===== config.mk =====
export PLATFORM = sky130hd
export DESIGN_NAME = clk_divider_multi
export DESIGN_NICKNAME = d
export VERILOG_FILES = /design/src/rtl/clk_divider_multi.sv
export SDC_FILE = /design/constraint.sdc
export NUM_CORES = 1
export LEC_CHECK = 0
export ABC_AREA = 1
export ABC_CLOCK_PERIOD_IN_PS = 3800
export CAP_MARGIN = 30
export CORE_UTILIZATION = 60
export CTS_BUF_LIST = sky130_fd_sc_hd__clkbuf_16
export CTS_CLUSTER_SIZE = 12
export DETAILED_ROUTE_END_ITERATION = 8
export PLACE_DENSITY_LB_ADDON = 0.1
export SYNTH_ARGS = -nofsm -noshare
export SYNTH_HDL_FRONTEND = slang
export SYNTH_SLANG_ARGS = --single-unit

===== constraint.sdc =====
create_clock -name CLK_50M -period 3.8 [get_ports CLK_50M]
set_input_delay 0.76 -clock CLK_50M [delete_from_list [all_inputs] [get_ports CLK_50M]]
set_output_delay 0.76 -clock CLK_50M [all_outputs]
set_load 0.02 [all_outputs]

===== src/rtl/clk_divider_multi.sv =====
// Multi-channel programmable 50%-duty clock divider with per-channel tick.
// Define CLKDIV_IMMEDIATE_EN to apply loads at once instead of at period start.
module clk_divider_multi #(
  parameter int NCH      = 2,
  parameter int CHW      = 1,
  parameter int N        = 26,
  parameter int DEF_HALF = 25000000
) (
  input  logic           CLK_50M,
  input  logic           nCLR,
  input  logic [NCH-1:0] En,
  input  logic           DivLoad,
  input  logic [CHW-1:0] DivCh,
  input  logic [N-1:0]   DivVal,
  output logic           DivAck,
  output logic           DivErr,
  output logic [NCH-1:0] CLK_Out,
  output logic [NCH-1:0] Tick
);

  localparam logic [N-1:0] HALF_RST = N'(DEF_HALF);
  localparam logic [CHW:0] NCH_W    = (CHW+1)'(NCH);

  logic           valid;
  logic [NCH-1:0] hit;
  logic [NCH-1:0] term;
  logic [N-1:0]   cnt  [NCH];
  logic [N-1:0]   half [NCH];

`ifndef CLKDIV_IMMEDIATE_EN
  logic [N-1:0]   pend [NCH];
  logic [NCH-1:0] pendv;
  logic [NCH-1:0] apply;
`endif

  // Decode the load request and per-channel terminal/apply conditions.
  always_comb begin
    valid = ({1'b0, DivCh} < NCH_W) && (DivVal != '0);
    hit   = '0;
    term  = '0;
`ifndef CLKDIV_IMMEDIATE_EN
    apply = '0;
`endif
    for (int i = 0; i < NCH; i++) begin
      hit[i]  = DivLoad && valid && (DivCh == CHW'(i));
      term[i] = !(cnt[i] < half[i] - N'(1));
`ifndef CLKDIV_IMMEDIATE_EN
      // New half-period takes effect as a fresh low half begins,
      // or straight away while the channel is idle.
      apply[i] = pendv[i] &&
                 (!En[i] || (term[i] && CLK_Out[i]));
`endif
    end
  end

  // One-cycle accept/reject pulse for every load strobe.
  always_ff @(posedge CLK_50M or negedge nCLR) begin
    if (!nCLR) begin
      DivAck <= 1'b0;
      DivErr <= 1'b0;
    end else begin
      DivAck <= DivLoad && valid;
      DivErr <= DivLoad && !valid;
    end
  end

  // Per-channel counter, output phase, tick and half-period update.
  always_ff @(posedge CLK_50M or negedge nCLR) begin
    if (!nCLR) begin
      CLK_Out <= '0;
      Tick    <= '0;
`ifndef CLKDIV_IMMEDIATE_EN
      pendv   <= '0;
`endif
      for (int i = 0; i < NCH; i++) begin
        cnt[i]  <= '0;
        half[i] <= HALF_RST;
`ifndef CLKDIV_IMMEDIATE_EN
        pend[i] <= '0;
`endif
      end
    end else begin
      for (int i = 0; i < NCH; i++) begin
`ifdef CLKDIV_IMMEDIATE_EN
        if (hit[i]) begin
          half[i]    <= DivVal;
          cnt[i]     <= '0;
          CLK_Out[i] <= 1'b0;
          Tick[i]    <= 1'b0;
        end else if (!En[i]) begin
`else
        if (!En[i]) begin
`endif
          cnt[i]     <= '0;
          CLK_Out[i] <= 1'b0;
          Tick[i]    <= 1'b0;
        end else if (!term[i]) begin
          cnt[i]     <= cnt[i] + N'(1);
          Tick[i]    <= 1'b0;
        end else begin
          cnt[i]     <= '0;
          CLK_Out[i] <= ~CLK_Out[i];
          Tick[i]    <= ~CLK_Out[i];
        end
`ifndef CLKDIV_IMMEDIATE_EN
        if (apply[i])
          half[i] <= pend[i];
        if (hit[i]) begin
          pend[i]  <= DivVal;
          pendv[i] <= 1'b1;
        end else if (apply[i]) begin
          pendv[i] <= 1'b0;
        end
`endif
      end
    end
  end

endmodule


==> metrics.md, run 1 <==
| Metric | Value |
|---|---|
| Outcome | completed |
| GR Util met2 | 42.6% |
| Power, Total | 5.23 mW |
| Post-DP HPWL | 16,000 um |
| Syn Area/Cell | 7.82 sq um |
| Nets@finish | 1,351 |
| Rel. slew slack | 38.5% |
| Fraction of layout cells with a size suffix above 1 | 7.20% |
| Met3 Usage GRT | 4.91% |
| FP Rows | 46 |
| Ant diodes | 0 |
| Worst Path Arrival | 3770 ps |
| Via density | 5.45 |
| TritonCTS buffer count | 17 |
| M1 GR Usage | 40.2% |
| Leak | 5.23 nW |
| Initial DRT Pass Iterations | 4 |
| Final WL | 21,500 um |
| Drt drc | 0 |
| Placer Congestion | 0.902 |
| Chip width | 129 um |
| Clock power share | 30.5% |
| Setup Viol. Count Final | 0 |
| Multi-input gate area | 5040 sq um |
| Fill count | 1,352 |
| Startpoint type of the worst setup path | flip-flop |
| Pwr Density | 484 nW/um^2 |
| Worst VDD drop | 319 uV |
| Slew Viols, Final | 0 |
| CTS tree | built |
| Slew at the pin closest to its max-slew limit | 922 ps |
| Drt wl/cell | 14.4 um |
| Sequential fraction of the synthesis area | 42.5% |
| Switching Fraction | 34.9% |
| Detail Route Antenna Nets | 0 |
| Min Tclk post-route | 3460 ps |
| Total grt overflow | 0 |
| R2r startpoint | half[26]$_DFFE_PN0P_ |
| Largest net degree at the start of global routing | 63 |
| Total GRT Usage | 27.8% |
| Net load switching power | 1.83 mW |
| Busiest grt layer | met2 |
| Gate Count Post-Synth | 1,244 |
| Final Cycle Share | 91.1% |
| I/O pin count | 38 |
| CP required | 4110 ps |
| Setup TNS | 0 ps |
| Starting Density | 61.4% |
| Critical-path maximum fanout | 15 |
| Overall die area | 16,700 sq um |
| Area delta synth->final | 11.1% |
| Hold Path Class | in -> async |
| R2r worst-path depth | 22 |
| Sequential Power Share | 44.3% |
| Die height | 129 um |
| Synthesized area | 9720 sq um |
| R2R setup slack | 340 ps |
| RSZ-0062 raised after global routing | no |
| 1st-iter DRT viols | 613 |
| Syn Nets | 1,330 |
| Vias in the first global route | 7,495 |
| #FFs+latches synth | 164 |
| Root buffer cell | clkbuf_16 |
| Sequential Area | 4130 sq um |
| Total clock sinks | 164 |
| Critical Path End Type | flip-flop |
| CORE AREA | 15,800 sq um |
| Vias | 8,138 |
| # H-tree levels | 4 |
| Netlist cell types | 36 |
| Most common cell after layout, fill and taps aside | nand2_1 |
| Crit path kind | reg -> reg |
| Most frequent cells in the layout | nand2_1 (409), nor2_1 (147), dfrtp_1 (140), nand4_1 (128), inv_1 (86) |
| Crit path from | half[26]$_DFFE_PN0P_ |
| Clk_skew | 9.04 ps |
| Antenna violations before repair | 0 |
| Clock Latency Late Sink | 430 ps |
| Internal | 3.41 mW |
| Clock transition at the registers of the reported paths | 70 ps |
| Min Hold Slack | 312 ps |
| Critical R2R Capture | half[33]$_DFFE_PN0P_ |
| Hold violation count in the final report | 0 |
| Global-route wire length before repair | 36,200 um |
| MaxCap Viol Count | 0 |
| Input/output buffers | 37 |
| Total number of yosys warnings | 0 |
| Maximum root-to-sink buffer count | 2 |
| Achievable Freq | 289 MHz |
| Combinational Power Share | 25.2% |
-- logic make-up after synthesis --
group                    Yosys count  share of synthesized area, %
adder cells (fa/ha/maj)           54                          6.95
buffers and inverters            137                          5.89
XOR/XNOR                          78                          7.03
AO/OA/AOI/OAI                     28                          1.53
flip-flops                       164                          42.5
AND/OR/NAND/NOR                  783                          36.1
-- area by class of cell --
| type | instances | area share (%) |
|---|---|---|
| Inverter | 90 | 3.13 |
| Clock buffer | 17 | 3.94 |
| Clock inverter | 15 | 1.12 |
| Multi-Input combinational cell | 944 | 46.7 |
| Timing Repair Buffer | 48 | 4.39 |
| Sequential cell | 164 | 38.3 |
| Tap cell | 216 | 2.50 |
-- power groups by stage --
stage                     sequential [mW]  combinational [mW]  clock [mW]
final                                2.32                1.32        1.60
after global routing                 2.35                1.55        1.69
after CTS                            2.31                1.33        1.62
after detailed placement             2.34                1.32           0
after global placement               2.33                1.27           0
after floorplan                      2.25                1.04           0
-- routing by layer --
| metal | vias to the layer above | routed length [um] |
|---|---|---|
| met4 | 0 | 446 |
| li1 | 4155 | - |
| met3 | 32 | 784 |
| met1 | 3766 | 10800 |
| met2 | 185 | 9540 |
| met5 | - | 0 |
-- worst max-delay path: stages (launching register included) --
cell     delay [ps]
dfrtp_1         400
inv_1           100
ha_1            190
nand3_1         190
inv_1            90
nand2_1          70
inv_1            60
nand3_1         110
nor3_1          290
nand3_1         140
xor2_1          160
ha_1            270
nand2_1          40
inv_1            40
nand2_1          60
nor2_1          180
inv_1            60
nor2_1          110
nand2_1         110
nand3_4         210
nand3_2         270
nand2_1         140
nand2_1          60
-- state kept, by name, summed over array words and instances, names as in the netlist --
name	count
cnt	52
DivAck	1
pendv	2
Tick	2
half	52
CLK_Out	2
DivErr	1
pend	52
-- synth_stat cells (all sizes together) --
cell	number	area, sq um
a31oi	2	12.5
o21a	1	7.51
xor2	45	394
xnor2	33	289
nand3	37	235
or2	4	25.0
buf	33	183
o22ai	1	6.26
clkinv	1	3.75
nor4	10	68.8
inv	89	334
o21ai	7	35.0
a21oi	16	80.1
and2	2	12.5
nor3	35	205
a21o	1	7.51
clkbuf	14	52.6
nand4	128	801
dfrtp	140	3500
nor3b	5	37.5
nor2	153	589
dfstp	24	631
nand2	409	1540
ha	54	676
-- metrics by stage --
step           cell area, sq um  instances  utilization, %  setup slack [ps]
4_1_cts                   10800       1493            68.1               234
5_1_grt                   10800       1494            68.3              58.8
3_5_place_dp              10200       1461            64.7               266
3_3_place_gp              10200       1461            64.7               409
6_report                  10800       1494            68.3               340
2_1_floorplan              9720       1244               -               841
-- worst max path at each step --
stage | endpoint | slack [ps]
after CTS | half[35]$_DFFE_PN0P_ | 230
after global placement | half[27]$_DFFE_PN0P_ | 410
after floorplan | half[33]$_DFFE_PN0P_ | 840
final | half[33]$_DFFE_PN0P_ | 340
after detailed placement | half[35]$_DFFE_PN0P_ | 270
after global routing | cnt[34]$_DFF_PN0_ | 60
-- what timing repair did --
item | CTS | global route
setup buffers | 0 | 0
endpoints found under the setup margin | 0 | 21
hold buffers | 0 | 0
gates resized for setup | 0 | 2
No activity file was read; power rests on OpenSTA's default activity.
==> run 2, diff against run 1 <==
CORE_MARGIN = 3   (was unset)
CTS_BUF_LIST = sky130_fd_sc_hd__clkbuf_4 sky130_fd_sc_hd__clkbuf_8   (was sky130_fd_sc_hd__clkbuf_16)
PLACE_DENSITY = 0.79   (was unset)
PLACE_DENSITY_LB_ADDON = unset   (was 0.1)
==> run 2 against run 1 <==
Sequential share of layout area rose by 0.31 points; wire length rose by 2.5%; combinational power barely moved; critical endpoint is now half[45]$_DFFE_PN1P_; highest routed layer unchanged.
==> metrics.md, run 2 (synthesis gave the netlist of run 1 again) <==
| Metric | Value |
|---|---|
| Outcome | completed |
| Placer Congestion | 0.931 |
| Clock Latency Late Sink | 470 ps |
| Post-CTS Hold Buffers | 0 |
| Largest net degree at the start of global routing | 71 |
| Drt wl/cell | 14.8 um |
| Final Cycle Share | 91.6% |
| FP Rows | 45 |
| Total GRT Usage | 25.7% |
| Switching Fraction | 35.0% |
| Startpoint type of the worst setup path | flip-flop |
| Chip width | 133 um |
| Achievable Freq | 287 MHz |
| PnR worst setup slack | 320 ps |
| Final instance area | 10,700 sq um |
| Worst Path Arrival | 3880 ps |
| CP max stage cell | dfrtp_1 |
| Max incr delay on CP | 410 ps |
| Combinational Power Share | 26.2% |
| Pre-CTS setup slack | 173 ps |
| Via density | 5.57 |
| Min Tclk post-route | 3480 ps |
| 1st-iter DRT viols | 605 |
| Die height | 133 um |
| Fin cells | 1,488 |
| Drt drc | 0 |
| Root buffer cell | clkbuf_8 |
| Detail Route Antenna Nets | 0 |
| Input/output buffers | 37 |
| Post-Place Cells | 1,455 |
| Sequential Power Share | 45.4% |
| Pwr Density | 476 nW/um^2 |
| Ant diodes | 0 |
| Slew Viols, Final | 0 |
| Fraction of layout cells with a size suffix above 1 | 7.44% |
| Critical-path maximum fanout | 17 |
| Most frequent cells in the layout | nand2_1 (409), nor2_1 (147), dfrtp_1 (140), nand4_1 (128), inv_1 (86) |
| Vias | 8,291 |
| Worst VDD drop | 318 uV |
| Clock power share | 28.5% |
| Fill count | 1,307 |
| Overall die area | 17,800 sq um |
| Nets@finish | 1,350 |
| Global-route wire length before repair | 37,300 um |
| Slew at the pin closest to its max-slew limit | 970 ps |
| Antenna violations before repair | 0 |
| Dpl cell area | 10,200 sq um |
| Crit path kind | reg -> reg |
| Critical Path End Type | flip-flop |
| Net load switching power | 1.79 mW |
| Worst path cell trace | inv_1, ha_1, nand3_1, inv_1, nand2_1, inv_1, nand3_1, nor3_2, nand3_1, xor2_1, ha_1, nand2_1, inv_1, nand2_1, nor2_1, inv_1, nor2_1, nand2_1, nand3_4, buf_4, nand4_1, nand2_1 |
| Min Hold Slack | 241 ps |
| Starting Density | 62.6% |
| Top flop regs | cnt: 52 flops, half: 52 flops, pend: 52 flops |
| Area delta synth->final | 10.2% |
| Total clock sinks | 164 |
| CP required | 4200 ps |
| CTS tree | built |
| Rel. slew slack | 35.3% |
| Most common cell after layout, fill and taps aside | nand2_1 |
| Internal | 3.32 mW |
| Initial DRT Pass Iterations | 5 |
| Clock transition at the registers of the reported paths | 90 ps |
| Post-DP HPWL | 16,400 um |
| Hold Path Class | in -> async |
| Maximum root-to-sink buffer count | 2 |
| MaxCap Viol Count | 0 |
| CORE AREA | 15,500 sq um |
| Clk_skew | 15.8 ps |
| Post-cts gate resize count | 0 |
| I/O pin count | 38 |
| Total grt overflow | 0 |
| TritonCTS buffer count | 17 |
| Setup TNS | 0 ps |
| Vias in the first global route | 7,735 |
| Power, Total | 5.10 mW |
| Hold violation count in the final report | 0 |
| Leak | 5.20 nW |
| Final WL | 22,100 um |
| # H-tree levels | 4 |
| Setup Viol. Count Final | 0 |
| # Post-CTS Setup Buffers | 0 |
| Fin util | 69.0% |
-- run 2: cell types whose count changed in the layout (fill, tap and decap cells not counted), moves of 2 or more --
cell	delta
clkbuf_8	+18
clkbuf_16	-17
bufinv_16	+4
clkinv_1	-3
buf_4	-2
clkbuf_4	+2
clkinv_4	-2
-- run 2: final timing paths --
kind | from | to | slack [ps] | depth (start not counted)
setup reg to reg | half[26]$_DFFE_PN0P_ | half[45]$_DFFE_PN1P_ | 320 | 22
max in group asynchronous | nCLR | cnt[34]$_DFF_PN0_ | 2690 | 2
setup / recovery | half[26]$_DFFE_PN0P_ | half[45]$_DFFE_PN1P_ | 320 | 22
hold reg to reg | pend[5]$_DFFE_PN0P_ | pend[5]$_DFFE_PN0P_ | 480 | 2
min in group CLK_50M | pend[5]$_DFFE_PN0P_ | pend[5]$_DFFE_PN0P_ | 480 | 2
hold / removal | nCLR | cnt[4]$_DFF_PN0_ | 240 | 1
-- run 2: metal layers --
layer	track usage [%]	share of wire, %	vias to the layer above
li1	-	-	4139
met1	36.9	48	3907
met2	40.6	46	210
met3	4.31	4.1	35
met4	7.14	1.8	0
met5	0	0	-
-- run 2: power groups by stage --
stage	logic [mW]	registers [mW]	clock network, mW
4_1_cts	1.33	2.31	1.47
6_report	1.34	2.32	1.45
2_1_floorplan	1.04	2.25	0
5_1_grt	1.56	2.35	1.54
3_3_place_gp	1.27	2.33	0
3_5_place_dp	1.32	2.34	0
-- run 2: critical path, delay by kind of cell (launching register included) --
family	cells	cell delay, ps
xor+xnor	1	160
buf+inv	6	600
flops	1	410
fa+ha+maj	2	450
simple gates	13	1780
-- run 2: layout make-up --
cell class	count	area, sq um	share of cell area, %
Multi-Input combinational cell	944	5050	47.2
Sequential cell	164	4130	38.6
Timing Repair Buffer	47	470	4.39
Inverter	90	338	3.15
Tap cell	211	264	2.46
Clock buffer	20	263	2.45
Clock inverter	12	194	1.81
==> run 3, diff against run 2 <==
REMOVE_ABC_BUFFERS = 1   (was unset)
==> run 3 against run 2 <==
Clock skew grew 1.4 ps; design area shrank 0.81%; flip-flop and latch count is the same; via count shrank 1.3%; sequential share of layout area grew 0.31 points; wire length grew 0.35%; fmax grew 2.9%; cell count is the same; non-clock buffer count grew 1; critical path type unchanged; highest routed layer unchanged.
==> metrics.md, run 3 (synthesis gave the netlist of run 1 again) <==
| Metric | Value |
|---|---|
| Outcome | completed |
| Die height | 133 um |
| 1st-iter DRT viols | 962 |
| Vias | 8,180 |
| Clk_skew | 17.2 ps |
| Total GRT Usage | 25.9% |
| MaxCap Viol Count | 0 |
| PnR worst setup slack | 417 ps |
| Root buffer cell | clkbuf_8 |
| Final instance area | 10,600 sq um |
| FP Rows | 45 |
| Fraction of layout cells with a size suffix above 1 | 7.36% |
| Input/output buffers | 37 |
| Vias in the first global route | 7,686 |
| Critical Path End Type | flip-flop |
| Total grt overflow | 0 |
| Placer Congestion | 0.927 |
| WP buf/inv | 5 |
| Global-route wire length before repair | 37,500 um |
| Setup TNS | 0 ps |
| Hold Path Class | in -> async |
| # Post-CTS Setup Buffers | 0 |
| Clock transition at the registers of the reported paths | 110 ps |
| Post-cts gate resize count | 0 |
| Dpl cell area | 10,200 sq um |
| Overall die area | 17,800 sq um |
| Clock Latency Late Sink | 470 ps |
| Largest net degree at the start of global routing | 81 |
| Antenna violations before repair | 0 |
| Setup Viol. Count Final | 0 |
| Crit path top cell by count | nand2_1 |
| TritonCTS buffer count | 17 |
| Area delta synth->final | 9.33% |
| Achievable Freq | 296 MHz |
| Min Tclk post-route | 3380 ps |
| Hold violation count in the final report | 0 |
| Pre-CTS setup slack | 431 ps |
| Worst path cell trace | inv_1, ha_1, nand3_1, inv_1, nand2_1, inv_1, nand3_1, nor3_1, nand3_1, xor2_1, ha_1, nand2_1, inv_1, nand2_1, nor2_1, inv_1, nor2_1, nand2_1, nand3_2, nand3_4, nand2_1, nand2_1 |
| Final WL | 22,200 um |
| Drt wl/cell | 14.9 um |
| Top flop regs | cnt: 52 flops, half: 52 flops, pend: 52 flops |
| CP required | 4160 ps |
| Total clock sinks | 164 |
| CP max stage cell | dfrtp_1 |
| RSZ-0062 raised after global routing | no |
| Max incr delay on CP | 400 ps |
| I/O pin count | 38 |
| Worst Path Arrival | 3740 ps |
| Crit-path leading delay family | simple AND/OR/NAND/NOR gates |
| Power, Total | 4.94 mW |
| CORE AREA | 15,500 sq um |
| Rel. slew slack | 37.2% |
| Leak | 5.17 nW |
| Fin util | 68.4% |
| Nets@finish | 1,350 |
| Post-CTS Hold Buffers | 0 |
| # H-tree levels | 4 |
| Pwr Density | 465 nW/um^2 |
| Drt drc | 0 |
| Most frequent cells in the layout | nand2_1 (409), nor2_1 (147), dfrtp_1 (140), nand4_1 (128), inv_1 (86) |
| Maximum root-to-sink buffer count | 2 |
| Slew at the pin closest to its max-slew limit | 941 ps |
| Slew Viols, Final | 0 |
| Starting Density | 62.6% |
| Post-DP HPWL | 16,500 um |
| Ant diodes | 0 |
| Startpoint type of the worst setup path | flip-flop |
| Via density | 5.50 |
| Most common cell after layout, fill and taps aside | nand2_1 |
| Final Cycle Share | 89.0% |
| Detail Route Antenna Nets | 0 |
| Worst VDD drop | 289 uV |
| Critical-path maximum fanout | 26 |
| Initial DRT Pass Iterations | 6 |
| Chip width | 133 um |
| CTS tree | built |
| Crit path kind | reg -> reg |
-- run 3: metrics by stage --
| stage | hold WS (ps) | cells |
|---|---|---|
| finish | 249 | 1488 |
| global placement | 454 | 1456 |
| CTS | 250 | 1488 |
| detailed placement | 459 | 1456 |
| global route | 276 | 1488 |
| floorplan | 442 | 1197 |
-- run 3: area by class of cell --
class / count / area, sq um
well taps: 211 / 264
clock buffers: 18 / 241
repair buffers: 48 / 465
flip-flops and latches: 164 / 4130
fillers: 1335 / 4910
clock inverters: 14 / 164
inverters: 90 / 338
multi-input cells: 943 / 5020
-- run 3: report_power, final --
part	leakage [nW]	switching, mW	total [mW]	internal [mW]
Combinational	2.89	0.815	1.33	0.518
Clock	0.205	0.735	1.30	0.561
Sequential	2.08	0.280	2.31	2.03
Total	5.17	1.83	4.94	3.11
-- run 3: routing by layer --
layer | track usage [%] | wire length [um] | up-vias
li1 | - | - | 4135
met1 | 38.6 | 10700 | 3797
met2 | 39.1 | 9980 | 209
met3 | 4.57 | 973 | 39
met4 | 7.66 | 468 | 0
met5 | 0 | 0 | -
-- run 3: final timing paths --
check / from / endpoint / slack, ps / cells past startpoint
min in group CLK_50M: half[27]$_DFFE_PN0P_ / half[27]$_DFFE_PN0P_ / 480 / 2
setup / recovery: half[26]$_DFFE_PN0P_ / half[29]$_DFFE_PN0P_ / 420 / 22
hold reg to reg: half[27]$_DFFE_PN0P_ / half[27]$_DFFE_PN0P_ / 480 / 2
setup reg to reg: half[26]$_DFFE_PN0P_ / half[29]$_DFFE_PN0P_ / 420 / 22
max in group asynchronous: nCLR / half[14]$_DFFE_PN1P_ / 2700 / 2
hold / removal: nCLR / cnt[6]$_DFF_PN0_ / 250 / 1
==> edit (flow settings as in run 3) <==
Put one more register stage on the output `DivErr`, without a reset. The value now appears one clock later. The other outputs are not delayed to match.
--- a/src/rtl/clk_divider_multi.sv
+++ b/src/rtl/clk_divider_multi.sv
@@ -20,6 +20,8 @@
 
   localparam logic [N-1:0] HALF_RST = N'(DEF_HALF);
   localparam logic [CHW:0] NCH_W    = (CHW+1)'(NCH);
+
+  logic DivErr_s0;
 
   logic           valid;
   logic [NCH-1:0] hit;
@@ -57,10 +59,10 @@
   always_ff @(posedge CLK_50M or negedge nCLR) begin
     if (!nCLR) begin
       DivAck <= 1'b0;
-      DivErr <= 1'b0;
+      DivErr_s0 <= 1'b0;
     end else begin
       DivAck <= DivLoad && valid;
-      DivErr <= DivLoad && !valid;
+      DivErr_s0 <= DivLoad && !valid;
     end
   end
 
@@ -116,5 +118,9 @@
     end
   end
 
+  always_ff @(posedge CLK_50M) begin
+    DivErr <= DivErr_s0;
+  end
+
 endmodule
 
Function: changed (a bounded check fails within 4 cycles, from zero or initial values).
==> edit against run 3 <==
  * Design area is 0.38% higher
  * Area after synthesis is 0.21% higher
  * Worst setup slack worse by 26 ps
  * Die area is 0.20% higher
  * Fmax is 0.77% lower
  * Total power is 1.1% lower
  * Non-clock buffer count is 1 higher
  * Routed wire length is 0.21% lower
  * Sequential cell count is 1 higher
  * Count of clock-buffer cells in the layout stayed put
  * Largest cell class unchanged
==> edit: results (changes against run 3) <==
dp_hpwl_um: 16400  # -0.36%
reg2reg_slack_ps: 390  # -30 ps
vias: 8237  # +0.70%
power_density_nw_per_um2: 458  # -1.5%
switching_share_pct: 37.2  # +0.17 points
multi_input_area_share_pct: 47.3  # about the same
regArea_um2: 4150  # +0.48%
buf_share_pct: 4.62  # +0.24 points
dr.pass1.iters: 5  # -1
async_reset_ff_share_pct: 99.4  # -0.61 points
synthXorXnorAreaFrac_pct: 7.01  # -0.014 points
slew_headroom_pct: 33.2  # -4.1 points
synthAdderAreaFrac_pct: 6.93  # -0.014 points
max_freq_ghz: 0.293  # -0.77%
peakVddDrop_v: 0.000276  # -4.7%
finClkSkew_ps: 16.9  # -0.274 ps
grtUsageMet2_pct: 39.5  # +0.34 points
totalWireLength_um: 22100  # -0.21%
cts_buffers: 17  # unchanged
fin_hold_ws_ps: 91.2  # -157 ps
synth_compound_area_share_pct: 1.53  # -0.0031 points
yosys-top-cells-area: "dfrtp_1, nand2_1, nand4_1"
clkCellAreaFrac_pct: 3.52  # -0.30 points
ys_top_cells_by_count: "nand2_1, nor2_1, dfrtp_1, nand4_1, inv_1"
ys_types: 37  # +2.8%
grt_first_pass_wirelength_um: 36600  # -2.4%
routed-wl-met2_um: 9920  # -0.60%
final_layout_size_suffix_gt1_share_pct: 7.58  # +0.22 points
ys_seq_area_share_pct: 42.6  # +0.12 points
grtUsageTotal_pct: 25.4  # -0.50 points
buffers: 49  # +2.1%
grt_max_degree: 113  # +40%
p_clk_w: 0.00122  # -6%
leakagePower_nw: 5.18  # +0.35%
nets: 1353  # +0.22%
crit_fanout: 27  # +3.8%
gp_congestion: 0.929  # +0.21%
met1Wirelength_um: 10600  # -1.0%
multi_input_gates: 944  # +0.11%
vias_per_cell: 5.52  # +0.49%
area_growth_syn_to_layout_pct: 9.51
grt_pass1_vias: 7632  # -0.70%
synth_area_per_cell_um2: 7.83  # +0.13%
drt_iter0_drc: 629  # -35%
status: "finished, final reports clean"
edit: final timing paths:
path / from / end / cells after the start
hold / removal: nCLR / cnt[3]$_DFF_PN0_ / 1
setup / recovery: half[26]$_DFFE_PN0P_ / half[38]$_DFFE_PN1P_ / 22
setup reg to reg: half[26]$_DFFE_PN0P_ / half[38]$_DFFE_PN1P_ / 22
min in group CLK_50M: DivErr_s0$_DFF_PN0_ / DivErr$_DFF_P_ / 0
hold reg to reg: DivErr_s0$_DFF_PN0_ / DivErr$_DFF_P_ / 0
max in group asynchronous: nCLR / half[48]$_DFFE_PN1P_ / 3
edit: timing repair:
item | CTS | global route
gates resized for setup | 0 | 4
hold buffers | 0 | 0
setup endpoints to repair | 0 | 26
edit: kinds of logic (layout without fill, tap and decap cells):
logic type	Yosys count	after routing
compound gates	28	28
xor+xnor	78	78
fa+ha+maj	54	54
buf+inv	137	171
flops	165	165
simple gates	783	784
